[config.mk]
export PLATFORM = sky130hd
export DESIGN_NAME = ex_div
export DESIGN_NICKNAME = d
export VERILOG_FILES = /design/src/rtl/ex_div.sv
export SDC_FILE = /design/constraint.sdc
export NUM_CORES = 1
export LEC_CHECK = 0
export ABC_AREA = 1
export CORE_ASPECT_RATIO = 0.8
export CORE_MARGIN = 2
export CORE_UTILIZATION = 30
export CTS_CLUSTER_SIZE = 10
export DETAILED_ROUTE_END_ITERATION = 10
export SYNTH_ARGS = -nofsm -noshare
export SYNTH_HDL_FRONTEND = slang
export SYNTH_SLANG_ARGS = --single-unit
export TNS_END_PERCENT = 20
[constraint.sdc]
create_clock -name clk -period 5.7 [get_ports clk]
set_input_delay 0.855 -clock clk [delete_from_list [all_inputs] [get_ports clk]]
set_output_delay 0.855 -clock clk [all_outputs]
set_load 0.1 [all_outputs]
[src/rtl/ex_div.sv]
// Iterative RV32M divide unit for the execute stage.
// Restoring division, one quotient bit per cycle. Holds the front of the
// pipeline while busy and emits a single-cycle write-back strobe.
//
// state | meaning
// ------+-------------------------------------------------------------
// IDLE  | waiting for a divide; latches operands on an accepted start
// CALC  | 32 restoring-division steps, stall held high
// DONE  | one-cycle result strobe, pipeline released
module ex_div #(
  parameter int DATA_W = 32,
  parameter int CNT_W  = 6
) (
  input  logic              clk,
  input  logic              rst,
  input  logic              start,
  input  logic [2:0]        funct3,
  input  logic [DATA_W-1:0] dividend,
  input  logic [DATA_W-1:0] divisor,
  input  logic [4:0]        waddr_i,
  input  logic              we_i,
  input  logic              flush,
  output logic              stall_req,
  output logic [DATA_W-1:0] result,
  output logic              result_valid,
  output logic [4:0]        waddr_o,
  output logic              we_o
);

  typedef enum logic [1:0] {IDLE, CALC, DONE} state_t;

  localparam logic [DATA_W-1:0] INT_MIN  = {1'b1, {(DATA_W-1){1'b0}}};
  localparam logic [CNT_W-1:0]  CNT_LAST = CNT_W'(DATA_W - 1);

  state_t            state_q, state_d;
  logic [CNT_W-1:0]  cnt_q, cnt_d;
  logic [DATA_W-1:0] rem_q, rem_d;
  logic [DATA_W-1:0] quo_q, quo_d;
  logic [DATA_W-1:0] dvs_q, dvs_d;
  logic [DATA_W-1:0] result_q, result_d;
  logic              qsign_q, qsign_d;
  logic              rsign_q, rsign_d;
  logic              op_rem_q, op_rem_d;
  logic [4:0]        waddr_q, waddr_d;
  logic              we_q, we_d;

  logic              signed_op;
  logic              neg_a, neg_b;
  logic [DATA_W-1:0] abs_a, abs_b;
  logic [DATA_W:0]   rem_sh;
  logic [DATA_W+1:0] diff;
  logic [DATA_W-1:0] quo_s, rem_s;

  // funct3[2] is always set for the M-extension divides; only [1:0] select the op.
  logic unused_f3;
  assign unused_f3 = funct3[2];

  // Operand conditioning, one restoring step, and FSM next-state / outputs.
  always_comb begin
    state_d      = state_q;
    cnt_d        = cnt_q;
    rem_d        = rem_q;
    quo_d        = quo_q;
    dvs_d        = dvs_q;
    result_d     = result_q;
    qsign_d      = qsign_q;
    rsign_d      = rsign_q;
    op_rem_d     = op_rem_q;
    waddr_d      = waddr_q;
    we_d         = we_q;
    stall_req    = 1'b0;
    result_valid = 1'b0;

    signed_op = ~funct3[0];
    neg_a     = signed_op & dividend[DATA_W-1];
    neg_b     = signed_op & divisor[DATA_W-1];
    abs_a     = neg_a ? (~dividend + 1'b1) : dividend;
    abs_b     = neg_b ? (~divisor + 1'b1) : divisor;

    // Partial remainder needs one extra bit after the shift.
    rem_sh = {rem_q, quo_q[DATA_W-1]};
    diff   = {1'b0, rem_sh} - {2'b00, dvs_q};
    quo_s  = {quo_q[DATA_W-2:0], ~diff[DATA_W+1]};
    rem_s  = diff[DATA_W+1] ? rem_sh[DATA_W-1:0] : diff[DATA_W-1:0];

    case (state_q)
      IDLE: begin
        stall_req = start & ~flush;
        if (start && !flush) begin
          op_rem_d = funct3[1];
          waddr_d  = waddr_i;
          we_d     = we_i;
          qsign_d  = neg_a ^ neg_b;
          rsign_d  = neg_a;
          quo_d    = abs_a;
          dvs_d    = abs_b;
          rem_d    = '0;
          cnt_d    = '0;
          if (divisor == '0) begin
            result_d = funct3[1] ? dividend : '1;
            state_d  = DONE;
          end else if (signed_op && dividend == INT_MIN && divisor == '1) begin
            result_d = funct3[1] ? '0 : INT_MIN;
            state_d  = DONE;
          end else begin
            state_d = CALC;
          end
        end
      end
      CALC: begin
        stall_req = 1'b1;
        if (flush) begin
          state_d = IDLE;
        end else begin
          rem_d = rem_s;
          quo_d = quo_s;
          cnt_d = cnt_q + CNT_W'(1);
          if (cnt_q == CNT_LAST) begin
            state_d  = DONE;
            result_d = op_rem_q ? (rsign_q ? (~rem_s + 1'b1) : rem_s)
                                : (qsign_q ? (~quo_s + 1'b1) : quo_s);
          end
        end
      end
      DONE: begin
        result_valid = ~flush;
        state_d      = IDLE;
      end
      default: state_d = IDLE;
    endcase
  end

  // State and datapath registers.
  always_ff @(posedge clk or negedge rst) begin
    if (!rst) begin
      state_q  <= IDLE;
      cnt_q    <= '0;
      rem_q    <= '0;
      quo_q    <= '0;
      dvs_q    <= '0;
      result_q <= '0;
      qsign_q  <= 1'b0;
      rsign_q  <= 1'b0;
      op_rem_q <= 1'b0;
      waddr_q  <= '0;
      we_q     <= 1'b0;
    end else begin
      state_q  <= state_d;
      cnt_q    <= cnt_d;
      rem_q    <= rem_d;
      quo_q    <= quo_d;
      dvs_q    <= dvs_d;
      result_q <= result_d;
      qsign_q  <= qsign_d;
      rsign_q  <= rsign_d;
      op_rem_q <= op_rem_d;
      waddr_q  <= waddr_d;
      we_q     <= we_d;
    end
  end

  assign result  = result_q;
  assign waddr_o = waddr_q;
  assign we_o    = we_q & result_valid;

endmodule

==> Word level (Yosys, flattened, before mapping) <==
Index checks and enable logic that the tools add are counted.
{ "totals": {"ff_bits": 145, "input_bits": 77, "out_inout_bits": 40, "elab_cells": 81} }
{ "op_classes": {"add_sub_neg": 6, "eq_ne": 10, "mux": 31, "n_bitwise": 12, "reduce_logical": 11} }
{ "op_table": {"columns": ["op", "count"], "rows": [
  ["$mux 32", 17],
  ["$pmux 32 s2", 3],
  ["$add 32x1->32 const B", 4],
  ["$not 32->32", 4],
  ["$eq 32x32->1 const B", 2],
  ["$sub 33x32->34", 1],
  ["$logic_not 32->1", 1],
  ["$mux 6", 2],
  ["$pmux 6 s2", 1],
  ["$mux 2", 5],
  ["$add 6x1->6 const B", 1],
  ["$eq 6x5->1 const B", 1],
  ["$ne 2x2->1 const B", 3],
  ["$ne 3x3->1 const B", 2],
  ["$reduce_and 5->1", 1],
  ["$and 1x1->1", 4],
  ["$pmux 2 s2", 1],
  ["$reduce_and 2->1", 2],
  ["$logic_and 1x1->1", 3],
  ["$not 1->1", 3],
  ["$reduce_and 3->1", 1],
  ["$eq 2x1->1 const B", 1],
  ["$eq 2x2->1 const B", 1],
  ["$logic_not 2->1", 1],
  ["5 further kinds", 5]
]} }

==> Longest topological paths before layout <==
{ "logic_depth": {"ltp_word": 9, "depth_mapped": 31, "depth_no_buf": 30} }

==> Worst setup path after synthesis <==
OpenSTA, ideal clock, no wires.
{ "synth_path": {"path_kind": "input to output", "start": "in flush", "end": "out we_o", "t_arrival_ns": 3.067, "required_time_ns": 4.845, "path_slack_ns": 1.778, "cell_stages": 1, "n_path_buf": 0, "path_cell_list": "nor3b_1"} }
{ "synth_between": {"elab_chain_cells": 3} }
{ "synth_rtl": {"columns": ["element", "line", "text"], "rows": [
  ["start, declared", "22", "input logic flush,"],
  ["$not 1->1", "126", "result_valid = ~flush;"],
  ["$mux 1", "86", "case (state_q)"],
  ["$and 1x1->1", "164", "assign we_o = we_q & result_valid;"],
  ["end, declared", "27", "output logic we_o"]
]} }
No other way between the ends.

==> Final worst setup path <==
{ "layout_path": {"start": "reg rem_q[3]", "end": "reg result_q[24] (netlist: result[24])"} }
{ "layout_between": {"elab_chain_cells": 9, "elab_cells_between_ends": 13, "cone_classes": "add/sub: 3; mux: 7; bitwise: 3"} }
{ "layout_rtl": {"columns": ["element", "line", "text"], "rows": [
  ["start, declared", "37", "logic [DATA_W-1:0] rem_q, rem_d;"],
  ["start signal, assigned", "150", "rem_q <= rem_d;"],
  ["$sub 33x32->34", "82", "diff = {1'b0, rem_sh} - {2'b00, dvs_q};"],
  ["$mux 32 or $not 1->1 (tied branches)", "84, 83", null],
  ["$not 32->32, on equally long branches", "120, 121", null],
  ["$add 32x1->32, on equally long branches", "120, 121", null],
  ["$mux 32, on equally long branches", "120, 121", null],
  ["$mux 32 (*)", "120", "result_d = op_rem_q ? (rsign_q ? (~rem_s + 1'b1) : rem_s)"],
  ["$mux 32 (*)", "118", "if (cnt_q == CNT_LAST) begin"],
  ["$mux 32 (*)", "112", "if (flush) begin"],
  ["$pmux 32 s2 (*)", "86", null],
  ["end signal, assigned", "153", "result_q <= result_d;"],
  ["end, declared", "40", "logic [DATA_W-1:0] result_q, result_d;"]
]} }
Every way passes the cells marked *; elsewhere a longest branch is shown, timed or not. The select of a mux whose other input is x is not followed.
A chain may end at the register's enable or synchronous reset.

==> impl_metrics.yaml <==
run_status:
  status: "finished, final reports clean"
yosys:
  synth_nets: 2170
  ys.warnings.count: 0
  synth_seq_area_share: 0.283
  synth_area_leaders: "dfrtp_1 28%, nand2_1 18%, o21ai_0 7.9%, inv_1 7.8%, nor2_1 5.3%"
  yosysTopAreaCell: "dfrtp_1"
  synthFlopType: "dfrtp_1"
  netlist_instances: 2054
  synth_seq_cells: 145
  synth_top_area_frac: 0.283
  synth_edf_count: 0
  synth.cell_area_sq_mm: 0.0128
  async_flop_share: 1.00
  synth_cell_type_count: 53
  syn_area_per_cell_sq_um: 6.25
clock_network:
  cts_buffers: 17
  cts.sinks: 145
  cts_resized: 0
  cts_tree: "done"
  hold_buffers: 0
  htreeDepth: 4
  clkSlewWorstSetupHoldPaths_ns: 0.07
  post-cts-setup-buffers: 0
  cts_buffer_depth: 2
  root_buffer: "clkbuf_16"
  clock_latency_ns: 0.45
detailed_routing:
  route.detailed.drc: 0
  drt_first_iter_violations: 1170
  routed_via_density: 5.00
  vias: 13500
  wl_per_cell_microns: 16.2
  wl_microns: 43700
  antenna_left: 0
  dr.pass1.iters: 6
floorplanning:
  std_cell_rows: 67
  chipHeight_microns: 189
  dieWidth_microns: 235
  initial_utilization: 0.305
  pin_count: 117
  fp.dieArea_sq_mm: 0.0445
  core_area_sq_mm: 0.0421
setup_path:
  r2r_cells: 29
  worst-setup-path-type: "flip-flop to flip-flop"
  ff2ff_setup_slack_ns: 1.12
  max_stage_delay_ns: 0.43
  r2r_start: "rem_q[3]$_DFFE_PN0P_"
  r2r_end: "result[24]$_DFFE_PN0P_"
  setup.worst_path.end_class: "flip-flop"
  cp_common_cell: "nand2_1"
  arrival_ns: 4.96
  slowest_stage: "dfrtp_1"
  cp.required_ns: 6.08
  critical_path.startpoint_type: "flip-flop"
  critPathMaxFanout: 21
final_layout:
  syn_to_final_growth_pct: 17.1
  drive_above_1_share: 0.0682
  nets: 2245
  fin_cells: 2694
  layout_commonest_cell: "nand2_1"
  final_cell_mix: "604 x nand2_1, 266 x inv_1, 202 x o21ai_0"
  antenna_cells: 0
timing:
  setup_viol: 0
  hold_viol: 0
  rsz0062_at_grt: "no"
  worst_pin_slew_ns: 1.08
  finalCriticalPeriod_ns: 4.58
  slew_violations: 0
  min_period_over_period: 0.804
  fmaxAchievable_ghz: 0.218
  fin_skew_ns: 0.0147
  tns_ns: 0
  slew_headroom: 0.279
place:
  portBuffers: 115
  gp_congestion: 0.909
  dp_cells: 2662
  dpl.hpwl_microns: 34300
global_routing:
  grt_first_pass_wirelength_microns: 69000
  grt_remaining_overflow: 0
  antenna_found_initial: 0
  grt_util_all_layers: 0.197
  grt_pass1_vias: 12500
  grt_max_degree: 93
run:
  drv_cap: 0
worst_hold_path:
  hold_class: "primary input to async pin"
[synth_stat cells (2+ instances only)]
library cell  count
nand2_1         605
inv_1           267
o21ai_0         202
nor2_1          182
dfrtp_1         145
nand3_1         129
a21oi_1         107
clkbuf_1         56
ha_1             38
xor2_1           33
nor3_1           32
xnor2_1          28
nand4_1          27
nand2_2          24
o21ai_1          17
nor2_2           16
inv_2            13
o211ai_1         13
nor4_1           11
o221ai_1         11
nand3_2           8
a31oi_1           7
nor3_2            7
or2_2             7
buf_2             6
and2_1            5
nor2_4            5
o22ai_1           5
buf_6             4
nand2_4           4
o21ai_2           4
buf_1             3
o21bai_1          3
o22a_1            3
o41ai_1           3
a21oi_2           2
a22o_1            2
nand2_8           2
nand3b_1          2
nor3b_1           2
o21ai_4           2
[through the flow]
step	area (sq um)	utilization	setup WS, ns	hold WS [ns]
2_1_floorplan	12800	-	1.78	0.441
5_1_grt	15000	0.357	0.655	0.499
6_report	15000	0.357	1.12	0.473
3_3_place_gp	14500	0.344	1.32	0.460
4_1_cts	15000	0.357	1.24	0.479
3_5_place_dp	14500	0.344	1.28	0.461
[routing by layer]
metal | wire, microns | track usage | vias up
met5 | 0 | 0 | -
met4 | 651 | 0.0441 | 0
met1 | 22300 | 0.301 | 6205
li1 | - | - | 6778
met3 | 3080 | 0.0362 | 36
met2 | 17700 | 0.282 | 448
[flip-flops by register name, summed over array words and instances (netlist names)]
signal,count
waddr_o,5
rsign_q,1
cnt_q,6
op_rem_q,1
rem_q,32
we_q,1
quo_q,32
dvs_q,32
result,32
qsign_q,1
state_q,2
[worst max-delay path, delay by kind of cell (launching register included)]
kind | cells | cell delay [ns]
adders and majority gates | 2 | 0.57
buffers and inverters | 3 | 0.25
AOI/OAI and AO/OA | 4 | 0.56
and+or+nand+nor | 20 | 2.71
DFF | 1 | 0.43
[how the worst max path moves through the flow]
stage | cells after the start | slack, ns | endpoint | from
finish | 29 | 1.12 | result[24]$_DFFE_PN0P_ | rem_q[3]$_DFFE_PN0P_
global route | 29 | 0.66 | result[24]$_DFFE_PN0P_ | rem_q[3]$_DFFE_PN0P_
CTS | 29 | 1.24 | result[24]$_DFFE_PN0P_ | rem_q[3]$_DFFE_PN0P_
detailed placement | 29 | 1.28 | result[24]$_DFFE_PN0P_ | rem_q[3]$_DFFE_PN0P_
global placement | 29 | 1.32 | result[24]$_DFFE_PN0P_ | rem_q[3]$_DFFE_PN0P_
floorplan | 1 | 1.78 | we_o | flush
[logic make-up after synthesis]
group,synth area share
adder cells (fa/ha/maj),0.0386
XOR/XNOR,0.0416
AND/OR/NAND/NOR,0.364
buffers and inverters,0.109
AO/OA/AOI/OAI,0.164
flip-flops,0.283
[layout make-up]
cell class	instances	area, sq um
Sequential cell	145	3630
Fill cell	4586	27000
Tap cell	552	691
Multi-Input combinational cell	1555	7830
Timing Repair Buffer	128	1250
Clock buffer	20	457
Inverter	282	1060
Clock inverter	12	123
Power is left out: the tool's default activity adds up to more than one toggle a clock period on the data nets, which glitch-free logic cannot reach.
